### config.mk
export PLATFORM = sky130hd
export DESIGN_NAME = mlp_feature_sequencer
export DESIGN_NICKNAME = d
export VERILOG_FILES = /design/src/rtl/mlp_seq_pkg.sv /design/src/rtl/mlp_seq_cnt.sv /design/src/rtl/mlp_feature_sequencer.sv
export SDC_FILE = /design/constraint.sdc
export NUM_CORES = 1
export LEC_CHECK = 0
export ABC_AREA = 1
export BUFFER_PORTS_ARGS = -buffer_cell sky130_fd_sc_hd__buf_2
export CAP_MARGIN = 10
export CORE_MARGIN = 1
export CORE_UTILIZATION = 47
export DETAILED_ROUTE_END_ITERATION = 8
export PLACE_DENSITY_LB_ADDON = 0.3
export RECOVER_POWER = 50
export SLEW_MARGIN = 25
export SYNTH_ARGS = -nofsm -noshare
export SYNTH_HDL_FRONTEND = slang
export SYNTH_HIERARCHICAL = 1
export SYNTH_SLANG_ARGS = --single-unit
export TNS_END_PERCENT = 20
### constraint.sdc
create_clock -name clk -period 1.4 [get_ports clk]
set_clock_uncertainty 0.05 [all_clocks]
set_input_delay 0.42 -clock clk [delete_from_list [all_inputs] [get_ports clk]]
set_output_delay 0.42 -clock clk [all_outputs]
set_load 0.02 [all_outputs]
### src/rtl/mlp_seq_pkg.sv
// Shared types and defaults for the MLP feature sequencer: FSM state encoding,
// default feature/class widths and the feat_vec slice addressing helper.
package mlp_seq_pkg;

   localparam int unsigned DEF_N_FEAT = 6;
   localparam int unsigned DEF_FEAT_W = 4;
   localparam int unsigned DEF_CLS_W  = 2;

   typedef enum logic [2:0] {
      S_IDLE,
      S_SETTLE,
      S_CONV,
      S_WAIT,
      S_EVAL
   } seq_state_t;

   // Bit offset of channel ch inside the packed feature vector (channel 0 in the LSBs).
   function automatic int unsigned slice_base(input int unsigned ch, input int unsigned w);
      return ch * w;
   endfunction

endpackage

### src/rtl/mlp_seq_cnt.sv
// Loadable down-counter with a zero flag; stops at zero. Load wins over count.
module mlp_seq_cnt #(
   parameter int unsigned W = 4
) (
   input  logic         clk,
   input  logic         rst,
   input  logic         i_load,
   input  logic [W-1:0] i_load_val,
   input  logic         i_en,
   output logic         o_zero
);

   logic [W-1:0] r_cnt;

   always_ff @(posedge clk or posedge rst) begin
      if (rst) begin
         r_cnt <= '0;
      end else if (i_load) begin
         r_cnt <= i_load_val;
      end else if (i_en && (r_cnt != '0)) begin
         r_cnt <= r_cnt - 1'b1;
      end
   end

   assign o_zero = (r_cnt == '0);

endmodule

### src/rtl/mlp_feature_sequencer.sv
// Steps a shared SAR ADC across N_FEAT channels, packs results into feat_vec and latches the classifier output.
// Define MLP_SEQ_TIMEOUT_EN to add the ADC watchdog and the sticky adc_err output.
module mlp_feature_sequencer
   import mlp_seq_pkg::*;
#(
   parameter int unsigned N_FEAT      = DEF_N_FEAT,
   parameter int unsigned FEAT_W      = DEF_FEAT_W,
   parameter int unsigned CLS_W       = DEF_CLS_W,
   parameter int unsigned SETTLE_CYC  = 2,
   parameter int unsigned EVAL_CYC    = 3,
   parameter int unsigned TIMEOUT_CYC = 15
) (
   input  logic                       clk,
   input  logic                       rst,
   input  logic                       start,
   output logic [$clog2(N_FEAT)-1:0]  adc_ch_sel,
   output logic                       adc_conv,
   input  logic                       adc_done,
   input  logic [FEAT_W-1:0]          adc_data,
   output logic [N_FEAT*FEAT_W-1:0]   feat_vec,
   input  logic [CLS_W-1:0]           cls_in,
   output logic [CLS_W-1:0]           cls_out,
   output logic                       cls_valid,
   output logic                       busy
`ifdef MLP_SEQ_TIMEOUT_EN
   ,
   output logic                       adc_err
`endif
);

   localparam int unsigned CH_W    = $clog2(N_FEAT);
   // One counter width covers settle, eval and watchdog loads so both instances match.
   localparam int unsigned MAX_SE  = (SETTLE_CYC > EVAL_CYC) ? SETTLE_CYC : EVAL_CYC;
   localparam int unsigned CNT_MAX = (MAX_SE > TIMEOUT_CYC) ? MAX_SE : TIMEOUT_CYC;
   localparam int unsigned CNT_W   = (CNT_MAX < 2) ? 1 : $clog2(CNT_MAX);

   localparam logic [CNT_W-1:0] SETTLE_LD = CNT_W'(SETTLE_CYC - 1);
   localparam logic [CNT_W-1:0] EVAL_LD   = CNT_W'(EVAL_CYC - 1);
   localparam logic [CH_W-1:0]  LAST_CH   = CH_W'(N_FEAT - 1);

   seq_state_t                r_state;
   seq_state_t                w_state_nxt;
   logic [CH_W-1:0]           r_ch;
   logic [N_FEAT*FEAT_W-1:0]  r_feat;
   logic [CLS_W-1:0]          r_cls;
   logic                      r_cls_valid;

   logic                      w_cnt_load;
   logic [CNT_W-1:0]          w_cnt_val;
   logic                      w_cnt_en;
   logic                      w_cnt_zero;
   logic                      w_wr;
   logic [FEAT_W-1:0]         w_wr_data;
   logic                      w_ch_clr;
   logic                      w_ch_inc;
   logic                      w_cls_latch;
   logic                      w_to_fire;

   assign w_cnt_en = (r_state == S_SETTLE) || (r_state == S_EVAL);

   mlp_seq_cnt #(.W(CNT_W)) u_phase_cnt (
      .clk        (clk),
      .rst        (rst),
      .i_load     (w_cnt_load),
      .i_load_val (w_cnt_val),
      .i_en       (w_cnt_en),
      .o_zero     (w_cnt_zero)
   );

`ifdef MLP_SEQ_TIMEOUT_EN
   logic w_to_load;
   logic w_to_en;
   logic w_to_zero;
   logic r_err;

   // Armed while in CONV so the first WAIT cycle already sees TIMEOUT_CYC-1.
   assign w_to_load = (r_state == S_CONV);
   assign w_to_en   = (r_state == S_WAIT);

   mlp_seq_cnt #(.W(CNT_W)) u_wait_cnt (
      .clk        (clk),
      .rst        (rst),
      .i_load     (w_to_load),
      .i_load_val (CNT_W'(TIMEOUT_CYC - 1)),
      .i_en       (w_to_en),
      .o_zero     (w_to_zero)
   );

   assign w_to_fire = (r_state == S_WAIT) && !adc_done && w_to_zero;

   always_ff @(posedge clk or posedge rst) begin
      if (rst) begin
         r_err <= 1'b0;
      end else if (w_to_fire) begin
         r_err <= 1'b1;
      end
   end

   assign adc_err = r_err;
`else
   assign w_to_fire = 1'b0;
`endif

   always_ff @(posedge clk or posedge rst) begin
      if (rst) begin
         r_state <= S_IDLE;
      end else begin
         r_state <= w_state_nxt;
      end
   end

   always_comb begin
      w_state_nxt = r_state;
      w_cnt_load  = 1'b0;
      w_cnt_val   = SETTLE_LD;
      w_wr        = 1'b0;
      w_wr_data   = adc_data;
      w_ch_clr    = 1'b0;
      w_ch_inc    = 1'b0;
      w_cls_latch = 1'b0;
      adc_conv    = 1'b0;
      busy        = (r_state != S_IDLE);
      unique case (r_state)
         S_IDLE: begin
            if (start) begin
               w_state_nxt = S_SETTLE;
               w_ch_clr    = 1'b1;
               w_cnt_load  = 1'b1;
            end
         end
         S_SETTLE: begin
            if (w_cnt_zero) w_state_nxt = S_CONV;
         end
         S_CONV: begin
            adc_conv    = 1'b1;
            w_state_nxt = S_WAIT;
         end
         S_WAIT: begin
            // A watchdog abort stores zero and then advances exactly like a real done.
            if (adc_done || w_to_fire) begin
               w_wr       = 1'b1;
               w_wr_data  = adc_done ? adc_data : '0;
               w_cnt_load = 1'b1;
               if (r_ch == LAST_CH) begin
                  w_state_nxt = S_EVAL;
                  w_cnt_val   = EVAL_LD;
               end else begin
                  w_state_nxt = S_SETTLE;
                  w_ch_inc    = 1'b1;
               end
            end
         end
         S_EVAL: begin
            if (w_cnt_zero) begin
               w_state_nxt = S_IDLE;
               w_cls_latch = 1'b1;
            end
         end
         default: w_state_nxt = S_IDLE;
      endcase
   end

   always_ff @(posedge clk or posedge rst) begin
      if (rst) begin
         r_ch        <= '0;
         r_feat      <= '0;
         r_cls       <= '0;
         r_cls_valid <= 1'b0;
      end else begin
         r_cls_valid <= w_cls_latch;
         if (w_ch_clr) begin
            r_ch <= '0;
         end else if (w_ch_inc) begin
            r_ch <= r_ch + 1'b1;
         end
         if (w_cls_latch) r_cls <= cls_in;
         for (int unsigned k = 0; k < N_FEAT; k++) begin
            if (w_wr && (r_ch == CH_W'(k))) begin
               r_feat[slice_base(k, FEAT_W) +: FEAT_W] <= w_wr_data;
            end
         end
      end
   end

   assign adc_ch_sel = r_ch;
   assign feat_vec   = r_feat;
   assign cls_out    = r_cls;
   assign cls_valid  = r_cls_valid;

endmodule

; ---- Word-level counts from Yosys, hierarchy flattened
; Cells that the tools add are included.
[totals]
register_bits = 37
latchBits = 0
mem_bits_rw = 0
rom_bits = 0
input_bits = 10
output_inout_bits = 32
elab_cells = 66
mem_count = 0
[op_classes]
add_sub_neg = 2
mul = 0
div = 0
n_lt_le_gt_ge = 0
eq_ne = 13
shifts = 0
muxes = 24
bitwise = 0
reduce_logical = 16
[op_table]
columns = op, n
row1 = 3-bit two-way mux, 7
row2 = 3-bit one-hot mux with 5 select lines, 1
row3 = 3-bit by 2-bit == test with 1-bit output (second input constant), 4
row4 = 1-bit two-way mux, 10
row5 = 3-bit == test (second input constant), 3
row6 = 4-bit two-way mux, 2
row7 = 1-bit logical AND, 7
row8 = 3-bit by 1-bit == test with 1-bit output (second input constant), 2
row9 = 3-bit logical NOT, 2
row10 = 2-bit two-way mux, 3
row11 = 4-bit logical NOT, 1
row12 = 2-bit by 1-bit != test with 1-bit output (second input constant), 2
row13 = 2-bit != test (second input constant), 2
row14 = 4-bit AND reduction, 1
row15 = 2-bit nonzero test, 2
row16 = 4-bit nonzero test, 1
row17 = 4-bit by 1-bit subtractor with 4-bit output (second input constant), 1
row18 = 3-bit by 1-bit adder with 3-bit output (second input constant), 1
row19 = 3-bit nonzero test, 1
row20 = 1-bit one-hot mux with 2 select lines, 1
row21 = 1-bit logical OR, 1

; ---- Longest topological paths before layout
; Gate-level depths: netlist of the first run.
[logic_depth]
ltp_word = 6
depth_mapped = 11
ltp_nobuf = 10

; ---- Hierarchy
; The synthesis of the first run kept the hierarchy.
[by_module_without_submodules]
columns = module, n_inst, cells_each, area_each_um2
row1 = mlp_feature_sequencer, 1, 157, 1402.6
row2 = mlp_seq_cnt, 1, 47, 299.0

; ---- Worst setup path after synthesis of the first run
; Ideal clock, no wire load.
[synth_timing]
path_kind = register -> register
startpoint = register r_ch[1] (netlist: adc_ch_sel[1])
endpoint = register u_phase_cnt.r_cnt[1]
setup_time_ps = 117
arrival_ps = 1382
setup_slack_ps = -148
path_stages_with_launch = 12
path_cell_list = dfrtp_1 > inv_1 > ha_1 > nand2_1 > inv_1 > nand2_1 > buf_2 > inv_1 > nand2_1 > o21ai_0 > nand2_1 > nand2_1
[synth_between]
elab_chain_cells = 5
[synth_lines]
columns = element, line_no
row1 = start: declaration, mlp_feature_sequencer.sv:43  ; logic [CH_W-1:0] r_ch;
row2 = start signal: assignment, mlp_feature_sequencer.sv:174  ; r_ch <= r_ch + 1'b1;
row3 = 3-bit == test, mlp_feature_sequencer.sv:144  ; if (r_ch == LAST_CH) begin
row4 = 2-bit two-way mux, mlp_feature_sequencer.sv:144
row5 = 2-bit two-way mux, mlp_feature_sequencer.sv:140  ; if (adc_done || w_to_fire) begin
row6 = 2-bit two-way mux, mlp_feature_sequencer.sv:123  ; unique case (r_state)
row7 = named net w_cnt_val[1], mlp_feature_sequencer.sv:49  ; logic [CNT_W-1:0] w_cnt_val;
row8 = 4-bit two-way mux, mlp_seq_cnt.sv:18  ; end else if (i_load) begin
row9 = end signal: assignment, mlp_seq_cnt.sv:19  ; r_cnt <= i_load_val;
row10 = end signal: assignment, mlp_seq_cnt.sv:21  ; r_cnt <= r_cnt - 1'b1;
row11 = end: declaration, mlp_seq_cnt.sv:13  ; logic [W-1:0] r_cnt;
; The timed path passes the listed nets, and every way through them passes these cells.
; A chain may end at the register's enable or synchronous reset.

; ---- Worst setup path in the final report of the first run
[layout_timing]
startpoint = register r_state[0]
endpoint = output adc_conv
[layout_between]
elab_chain_cells = 2
[layout_lines]
columns = element, line_no
row1 = start: declaration, mlp_feature_sequencer.sv:41  ; seq_state_t r_state;
row2 = start signal: assignment, mlp_feature_sequencer.sv:108  ; r_state <= w_state_nxt;
row3 = 3-bit by 2-bit == test with 1-bit output, mlp_feature_sequencer.sv:123
row4 = 1-bit two-way mux, mlp_feature_sequencer.sv:123
row5 = end: declaration, mlp_feature_sequencer.sv:17  ; output logic adc_conv,
; No other way between the ends.

==> results.py, run 1 <==
metrics = {
    "sta": {
        "setup_slack_ns": -0.3010,
        "achievable-frequency_ghz": 0.5879,
        "report.final.setup_viol": 40,
        "timing_hold_violations_final": 0,
        "timing.final.crit_share_pct": 121.5,
        "grt_setup_unrepaired": "yes",
        "final_critical_path_time_including_i_o_delays_and_setup_ns": 1.701,
        "fin_hold_ws_ns": 0.2275,
        "drv_slew": 0,
    },
    "final_layout": {
        "layout-drive-gt1-share_pct": 37.00,
        "final_nets": 288,
        "diodes_inserted": 0,
        "layout.cells.most_common_list": "64 x nand2_1, 36 x buf_2, 31 x dfrtp_1",
        "synthToLayoutAreaGrowth_pct": 38.60,
        "layout.cells.most_common": "nand2_1",
    },
    "synthesis": {
        "synth.yosys.seq_area_share_pct": 54.41,
        "synth_top_family_by_area": "simple AND/OR/NAND/NOR gates",
        "synth_fa_ha_area_share_pct": 4.412,
        "synthSimpleGateAreaFrac_pct": 25.00,
        "synth_xor_area_share_pct": 0,
        "synth_top_area_share_pct": 54.41,
        "synth.area.top_cells": "dfrtp_1 54%, nand2_1 15%, o21ai_0 9.1%, inv_1 5.5%, ha_1 4.4%",
        "post_synthesis_compound_gate_area_fraction_pct": 9.706,
        "synth.mux.area_fraction_pct": 0,
        "synth_top_cell_by_area": "dfrtp_1",
        "post_synthesis_instance_total": 204,
        "ff_latch_count_synth": 37,
        "synth.avg_cell_area_sq_um": 8.341,
        "synth.lib_cells_used.distinct": 19,
        "syn_area_sq_um": 1702,
        "yosys_warnings": 6,
    },
    "worst_setup_path": {
        "cp-start-kind": "flop",
        "rr_worst_depth": 9,
        "critPathLaunch": "r_state[0]$_DFFE_PP0P_",
        "critical_path.reg2reg.startpoint": "r_state[0]$_DFFE_PP0P_",
        "worstSetupEndpoint": "adc_conv",
        "critical_path_data_arrival_time_ns": 1.23,
        "r2r_slack_ns": -0.22,
        "endpoint_kind": "primary output",
        "critPathMaxFanout": 3,
        "critPathRequiredTime_ns": 0.93,
        "worstSetupPathType": "flop to primary output",
        "worst_r2r_endpoint": "r_state[0]$_DFFE_PP0P_",
    },
    "floorplanning": {
        "die-height_um": 62.17,
        "rows": 21,
        "design.portCount": 42,
        "die_x_um": 62.17,
        "core_area_sq_um": 3390,
        "die_area_sq_um": 3865,
        "initial_utilization_pct": 50.20,
    },
    "global_routing": {
        "global_route_wire_length_before_repair_mm": 6.272,
        "antenna_found_initial": 0,
        "grtUsageMet1_pct": 26.88,
        "grtUsageTotal_pct": 20.84,
        "global_route.usage.met3_pct": 5.147,
        "grt.met2_usage_pct": 33.52,
        "largest_net_degree_at_the_start_of_global_routing": 34,
        "grt_busiest_layer": "met2",
        "residual_overflow_from_global_routing": 0,
        "grt_pass1_vias": 1433,
    },
    "clocking": {
        "htree_num_levels": 2,
        "clock_path_buffers": 2,
        "cts_num_sinks": 37,
        "clk_pin_slew_worst_paths_ns": 0.11,
        "clk_root_buffer_cell": "clkbuf_4",
        "tritoncts": "done",
        "number_of_buffers_created_by_cts": 5,
        "clock_insertion_delay_worst_skew_ns": 0.35,
    },
    "detailed_routing": {
        "drc": 0,
        "route.vias.total": 1582,
        "detail_route.wirelength_mm": 4.186,
        "initialDrtViolationCount": 60,
        "detail-route-antenna-nets": 0,
        "wl_per_cell_um": 13.12,
        "initial_drt_pass_iterations": 4,
        "drt-vias-per-instance": 4.959,
    },
    "worst_hold_path": {
        "timing.hold.worst.class": "input port to flop",
        "worst_hold_path.num_cells": 3,
    },
    "pwr": {
        "power_per_cell_area_nw_per_um2": 1886,
        "total_power_mw": 4.447,
        "vdd_ir_drop_max_v": 0.001190,
        "leakage_power_figure_nw": 1.275,
    },
    "placed_design": {
        "place.detailed.hpwl_mm": 2.560,
        "io_buffer_count": 41,
        "place.gp.congestion": 0.8020,
    },
    "run_status": {
        "violations": "negative setup slack",
        "status": "complete, but fails checks",
    },
    "flow_run": {
        "drv_cap": 0,
    },
}
## worst max-delay path: stages (launching register included)
cell and delay [ns]:
dfrtp_2 0.45, buf_6 0.13, nor2_4 0.08, nand2_2 0.06
inv_2 0.06, buf_6 0.11
## cells by family after synthesis
family                     count (synthesis)
AOI/OAI and AO/OA                         33
other                                      1
buffers and inverters                     28
DFF                                       37
adders and majority gates                  6
and+or+nand+nor                           99
## cell usage after synthesis
master    count
nor3_1        1
nand3b_1      2
o21ai_1       1
nand3_1      14
nand2_1      70
dfrtp_1      37
nor2_1        7
nor2_2        1
conb_1        1
buf_2         1
ha_1          6
nor3_4        1
nand2_2       2
nand2_4       1
inv_2         1
a21oi_1       1
o21ai_0      31
clkinv_1      1
inv_1        25
## worst min-delay path by stage
stage                     startpoint                               end  slack [ns]
after floorplan                  rst  u_phase_cnt/r_cnt[0]$_DFFE_PP0P_        0.14
after global routing       cls_in[1]            cls_out[1]$_DFFE_PP0P_        0.21
after global placement           rst  u_phase_cnt/r_cnt[2]$_DFFE_PP0P_        0.27
after CTS                  cls_in[1]            cls_out[1]$_DFFE_PP0P_        0.22
final                      cls_in[1]            cls_out[1]$_DFFE_PP0P_        0.23
after detailed placement         rst  u_phase_cnt/r_cnt[0]$_DFFE_PP0P_        0.27
## sequential cells by signal (all words and copies together) (netlist names)
signal,cells
adc_ch_sel,3
r_state,3
cls_out,2
feat_vec,24
cls_valid,1
u_phase_cnt/r_cnt,4
## per-stage QoR
step,setup TNS [ns],cell area [sq um],setup WS (ns),instances,util (%)
5_1_grt,-7.879,2359,-0.3595,319,69.58
3_5_place_dp,-2.716,2063,-0.1681,302,60.87
4_1_cts,-3.119,2223,-0.3046,314,65.60
3_3_place_gp,-1.754,2063,-0.09224,302,60.87
2_1_floorplan,-0.04381,1713,-0.02652,205,-
6_report,-4.258,2359,-0.3010,319,69.58
## layer usage
layer	part of all wire (%)	vias to the layer above
met4	1.7	0
met3	4.2	8
li1	-	780
met5	0	-
met2	51	45
met1	43	749
## layout make-up
class	instances	area, sq um
inverters	27	105.1
clock buffers	5	37.54
clock inverters	3	21.27
well taps	46	57.56
multi-input cells	140	807.0
repair buffers	61	396.6
flip-flops and latches	37	933.4
fillers	258	1031
## power by group
group	switching [mW]	internal, mW
clock network	0.379	0.199
registers	0.243	1.38
logic	1.35	0.893
## timing repair
action,4_1_cts,5_1_grt
resized for setup,20,32
buffers inserted,3,5
pin swaps,5,3
endpoints found under the hold margin,4,0
endpoints found under the setup margin,31,66
hold buffers,1,0
No activity file was read; power rests on OpenSTA's default activity.
==> run 2: changes to the inputs <==
==> constraint.sdc (replaced) <==
create_clock -name clk -period 1.4 [get_ports clk]
set_clock_uncertainty 0.05 [all_clocks]
set_input_delay 0.14 -clock clk [delete_from_list [all_inputs] [get_ports clk]]
set_output_delay 0.14 -clock clk [all_outputs]
set_load 0.02 [all_outputs]
==> results.py, run 2 (synthesis results as in run 1) <==
metrics = {
    "run_status": {
        "status": "complete, but fails checks",
        "violations": "negative setup slack",
    },
    "global_routing": {
        "antenna_found_initial": 0,
        "global_route_wire_length_before_repair_mm": 6.265,
        "largest_net_degree_at_the_start_of_global_routing": 26,
        "grtUsageTotal_pct": 21.00,
        "residual_overflow_from_global_routing": 0,
        "grt_pass1_vias": 1393,
    },
    "sta": {
        "worst_slew_pin_slew_ns": 0.5400,
        "achievable-frequency_ghz": 0.6732,
        "timing.slew.headroom_pct": 64.00,
        "setup_slack_ns": -0.08536,
        "grt_setup_unrepaired": "yes",
        "final_critical_path_time_including_i_o_delays_and_setup_ns": 1.485,
        "drv_slew": 0,
        "timing.final.crit_share_pct": 106.1,
        "timing_hold_violations_final": 0,
        "report.final.setup_viol": 16,
    },
    "final_layout": {
        "layout-drive-gt1-share_pct": 34.94,
        "largest_reg_flops": 24,
        "layout.cells.most_common_list": "62 x nand2_1, 37 x buf_2, 32 x dfrtp_1",
        "layout.cells.most_common": "nand2_1",
        "synthToLayoutAreaGrowth_pct": 36.47,
        "final_core_util_pct": 68.51,
        "diodes_inserted": 0,
        "final_nets": 284,
    },
    "worst_setup_path": {
        "cpMaxStageDelayCell": "dfrtp_2",
        "worst_r2r_endpoint": "cls_out[1]$_DFFE_PP0P_",
        "r2r_slack_ns": -0.09,
        "crit_path_cell_trace": "buf_4 -> nor2_2 -> nand2_1 -> buf_4 -> o21ai_0 -> nand2_1",
        "worstSetupPathType": "flop to flop",
        "crit_path_max_incr_delay_ns": 0.46,
        "cp-start-kind": "flop",
        "critical_path_data_arrival_time_ns": 1.68,
        "endpoint_kind": "flop",
        "rr_worst_depth": 6,
        "critical_path.reg2reg.startpoint": "r_state[0]$_DFFE_PP0P_",
        "critPathRequiredTime_ns": 1.59,
        "critPathMaxFanout": 4,
    },
    "pwr": {
        "power_per_cell_area_nw_per_um2": 2033,
        "vdd_ir_drop_max_v": 0.001059,
        "leakage_power_figure_nw": 1.250,
        "total_power_mw": 4.722,
    },
    "flow_run": {
        "drv_cap": 0,
    },
    "placed_design": {
        "io_buffer_count": 41,
        "place.gp.congestion": 0.8771,
        "place.detailed.hpwl_mm": 2.682,
    },
    "clocking": {
        "clock_path_buffers": 2,
        "tritoncts": "done",
        "clk_pin_slew_worst_paths_ns": 0.12,
        "clock_insertion_delay_worst_skew_ns": 0.35,
        "number_of_buffers_created_by_cts": 5,
        "cts_num_sinks": 37,
        "htree_num_levels": 2,
        "clk_root_buffer_cell": "clkbuf_4",
    },
    "floorplanning": {
        "die-height_um": 62.17,
        "core_area_sq_um": 3390,
        "die_area_sq_um": 3865,
        "rows": 21,
        "initial_utilization_pct": 50.20,
        "design.portCount": 42,
        "die_x_um": 62.17,
    },
    "detailed_routing": {
        "detail-route-antenna-nets": 0,
        "wl_per_cell_um": 12.80,
        "detail_route.wirelength_mm": 4.032,
        "drt-vias-per-instance": 4.940,
        "initialDrtViolationCount": 78,
        "route.vias.total": 1556,
        "drc": 0,
        "initial_drt_pass_iterations": 4,
    },
    "worst_hold_path": {
        "worst_hold_path.num_cells": 3,
        "hold_path_end": "feat_vec[1]$_DFFE_PP0P_",
        "hold_path.startpoint": "adc_data[1]",
        "timing.hold.worst.class": "input port to flop",
    },
}
-- run 2: cell count changes in the layout (fill, tap and decap cells not counted), sizes merged --
cell / delta
buf: -8
inv: +1
dlygate4sd3: +2
clkinv: -1
bufinv: +2
clkbuf: +2
clkinvlp: -2
-- run 2: power by group --
part	switching (mW)	internal, mW	leakage (nW)
logic	1.31	0.845	0.711
registers	0.242	1.38	0.484
clock network	0.378	0.562	0.0558
total	1.93	2.79	1.25
-- run 2: cell type report --
type,count,area [sq um]
Clock inverter,3,68.82
Inverter,27,103.9
Fill cell,253,1067
Tap cell,46,57.56
Sequential cell,37,932.1
Clock buffer,5,37.54
Timing Repair Buffer,57,355.3
Multi-Input combinational cell,140,767.0
-- run 2: metal layers --
metal / global-route usage (%) / part of all wire, % / up-vias / wire (um)
met5: 0 / 0 / - / 0
met4: 9.593 / 2.4 / 0 / 97
met3: 5.331 / 6.6 / 12 / 267
met2: 33.65 / 49 / 59 / 1983
met1: 26.76 / 42 / 710 / 1683
li1: - / - / 775 / -
-- run 2: worst max path at each step --
stage,end,slack (ns),start
2_1_floorplan,u_phase_cnt/r_cnt[0]$_DFFE_PP0P_,-0.03,adc_ch_sel[1]$_DFFE_PP0P_
3_3_place_gp,u_phase_cnt/r_cnt[3]$_DFFE_PP0P_,-0.006,r_state[0]$_DFFE_PP0P_
3_5_place_dp,feat_vec[11]$_DFFE_PP0P_,-0.07,r_state[2]$_DFFE_PP0P_
4_1_cts,busy,-0.08,r_state[1]$_DFFE_PP0P_
5_1_grt,cls_out[0]$_DFFE_PP0P_,-0.14,r_state[0]$_DFFE_PP0P_
6_report,cls_out[1]$_DFFE_PP0P_,-0.09,r_state[0]$_DFFE_PP0P_
-- run 2: metrics by stage --
step                hold WS, ns  cells   TNS [ns]  setup slack [ns]  area (sq um)
floorplan               -0.1439    205   -0.04381          -0.02652          1713
global placement      -0.006597    300  -0.006132         -0.006132          2048
detailed placement    -0.004141    300    -0.1333          -0.06599          2048
CTS                     0.06300    312    -0.5847          -0.07935          2212
global route            0.07474    315     -2.394           -0.1409          2322
finish                  0.06841    315    -0.6096          -0.08536          2322
-- run 2: repair_timing --
action	4_1_cts	5_1_grt
buffers inserted	1	4
setup endpoints to repair	14	39
hold buffers	3	0
endpoints found under the hold margin	14	0
resized for setup	6	39
pin swaps	0	9
-- run 2: worst max-delay path: cells and delay by family, from the launching register on --
| family | cells | cell delay, ns |
|---|---|---|
| AO/OA/AOI/OAI | 1 | 0.19 |
| buffers and inverters | 2 | 0.33 |
| flip-flops | 1 | 0.46 |
| AND/OR/NAND/NOR | 3 | 0.35 |
==> run 3: changes to the inputs <==
- CORE_MARGIN: 1 -> 2
==> results.py, run 3 (synthesis results as in run 1) <==
metrics = {
    "run_status": {
        "status": "complete, but fails checks",
        "violations": "negative setup slack",
    },
    "floorplanning": {
        "design.portCount": 42,
        "die-height_um": 64.17,
        "core_area_sq_um": 3416,
        "rows": 21,
        "die_x_um": 64.17,
        "die_area_sq_um": 4118,
        "initial_utilization_pct": 49.82,
    },
    "detailed_routing": {
        "detail-route-antenna-nets": 0,
        "initial_drt_pass_iterations": 5,
        "drc": 0,
        "wl_per_cell_um": 12.46,
        "detail_route.wirelength_mm": 3.889,
        "route.vias.total": 1532,
        "drt-vias-per-instance": 4.910,
        "initialDrtViolationCount": 139,
    },
    "worst_setup_path": {
        "cpMaxStageDelayCell": "dfrtp_2",
        "crit_path_cell_trace": "buf_6 -> nor2_2 -> nand2_1 -> inv_1 -> buf_6",
        "r2r_slack_ns": -0.02,
        "worst_r2r_endpoint": "cls_out[0]$_DFFE_PP0P_",
        "crit_path_max_incr_delay_ns": 0.47,
        "cp-start-kind": "flop",
        "critical_path.reg2reg.startpoint": "r_state[0]$_DFFE_PP0P_",
        "critical-path-top-cell-by-count": "buf_6",
        "endpoint_kind": "primary output",
        "critPathRequiredTime_ns": 1.21,
        "critPathMaxFanout": 5,
        "rr_worst_depth": 6,
        "critical_path_data_arrival_time_ns": 1.31,
        "worstSetupPathType": "flop to primary output",
    },
    "final_layout": {
        "final_core_util_pct": 68.61,
        "fillers": 284,
        "diodes_inserted": 0,
        "layout.cells.most_common": "nand2_1",
        "layout-drive-gt1-share_pct": 38.35,
        "final_nets": 281,
        "largest_reg_flops": 24,
        "synthToLayoutAreaGrowth_pct": 37.72,
        "layout.cells.most_common_list": "56 x nand2_1, 40 x buf_2, 32 x dfrtp_1",
        "final_area_sq_um": 2344,
    },
    "clocking": {
        "cts_num_sinks": 37,
        "htree_num_levels": 2,
        "clk_pin_slew_worst_paths_ns": 0.12,
        "number_of_buffers_created_by_cts": 5,
        "clk_root_buffer_cell": "clkbuf_4",
        "clock_path_buffers": 2,
        "clock_insertion_delay_worst_skew_ns": 0.36,
        "tritoncts": "done",
    },
    "sta": {
        "report.final.setup_viol": 5,
        "drv_slew": 0,
        "grt_setup_unrepaired": "yes",
        "fin_hold_ws_ns": 0.04673,
        "timing.slew.headroom_pct": 46.90,
        "timing_hold_violations_final": 0,
        "final_critical_path_time_including_i_o_delays_and_setup_ns": 1.496,
        "achievable-frequency_ghz": 0.6686,
        "worst_slew_pin_slew_ns": 0.7964,
        "setup_slack_ns": -0.09573,
        "timing.final.crit_share_pct": 106.8,
        "setup_total_negative_slack_ns": -0.1826,
    },
    "pwr": {
        "clock_power_share_pct": 16.7,
        "power_frac_seq_pct": 36.5,
        "power_per_cell_area_nw_per_um2": 1915,
        "vdd_ir_drop_max_v": 0.0008702,
        "power_report.internal_total_mw": 2.576,
        "leakage_power_figure_nw": 1.248,
        "power.switching_fraction_pct": 42.61,
        "p_switching_mw": 1.912,
        "comb_power_share_pct": 46.8,
    },
    "placed_design": {
        "place.detailed.hpwl_mm": 2.574,
        "io_buffer_count": 41,
        "place.gp.congestion": 0.8314,
        "post-place-ws_ns": -0.04075,
        "dpl-instance-area_sq_um": 2036,
    },
    "global_routing": {
        "grt.met2_usage_pct": 31.90,
        "residual_overflow_from_global_routing": 0,
        "global_route_wire_length_before_repair_mm": 6.465,
        "largest_net_degree_at_the_start_of_global_routing": 34,
        "grt_busiest_layer": "met2",
        "grtUsageMet1_pct": 27.37,
        "antenna_found_initial": 0,
        "global_route.usage.met3_pct": 5.458,
        "grtUsageTotal_pct": 20.38,
        "grt_pass1_vias": 1435,
    },
    "worst_hold_path": {
        "hold_path_end": "r_state[1]$_DFFE_PP0P_",
        "timing.hold.worst.class": "input port to flop",
        "hold_path.startpoint": "adc_done",
        "worst_hold_path.num_cells": 4,
    },
    "flow_run": {
        "drv_cap": 0,
    },
}
run 3: final cells by class:
| type | count | area, sq um | area share, % |
|---|---|---|---|
| Timing Repair Buffer | 54 | 341.6 | 14.58 |
| Tap cell | 46 | 57.56 | 2.456 |
| Multi-Input combinational cell | 140 | 830.8 | 35.45 |
| Clock inverter | 2 | 38.79 | 1.655 |
| Sequential cell | 37 | 932.1 | 39.78 |
| Inverter | 27 | 101.3 | 4.325 |
| Clock buffer | 6 | 41.29 | 1.762 |
run 3: critical path: cells and delay by family, from the launching register on:
| kind | cells | cell delay, ns |
|---|---|---|
| AND/OR/NAND/NOR | 2 | 0.15 |
| flip-flops | 1 | 0.47 |
| buffers and inverters | 3 | 0.33 |
run 3: how the worst max path moves through the flow:
stage	startpoint	endpoint	slack, ns	cells after the start
floorplan	adc_ch_sel[1]$_DFFE_PP0P_	u_phase_cnt/r_cnt[0]$_DFFE_PP0P_	-0.03	10
global placement	r_state[2]$_DFFE_PP0P_	u_phase_cnt/r_cnt[3]$_DFFE_PP0P_	-0.04	8
detailed placement	r_state[2]$_DFFE_PP0P_	feat_vec[17]$_DFFE_PP0P_	-0.04	3
CTS	r_state[1]$_DFFE_PP0P_	adc_conv	-0.08	6
global route	r_state[0]$_DFFE_PP0P_	adc_conv	-0.16	5
finish	r_state[0]$_DFFE_PP0P_	adc_conv	-0.1	5
run 3: metal layers:
| layer | up-vias | wire, um |
|---|---|---|
| li1 | 768 | - |
| met1 | 710 | 1741 |
| met2 | 47 | 1890 |
| met3 | 7 | 195 |
| met4 | 0 | 61 |
| met5 | - | 0 |
run 3: what timing repair did:
item	CTS	global route
endpoints found under the hold margin	39	0
setup endpoints to repair	19	37
gates resized for setup	12	50
hold buffers	3	0
setup buffers	1	1
pin swaps	3	5
run 3: stage by stage:
step / cells / power [mW]
after floorplan: 205 / 2.838
after global placement: 300 / 3.379
after detailed placement: 300 / 3.428
after CTS: 311 / 4.261
after global routing: 312 / 4.845
final: 312 / 4.488
run 3: power groups by stage:
stage	sequential, mW	clock [mW]	combinational, mW
after floorplan	1.86	0	0.980
final	1.64	0.748	2.10
after CTS	1.59	0.767	1.90
after global placement	1.59	0	1.78
after detailed placement	1.61	0	1.82
after global routing	1.67	0.804	2.37
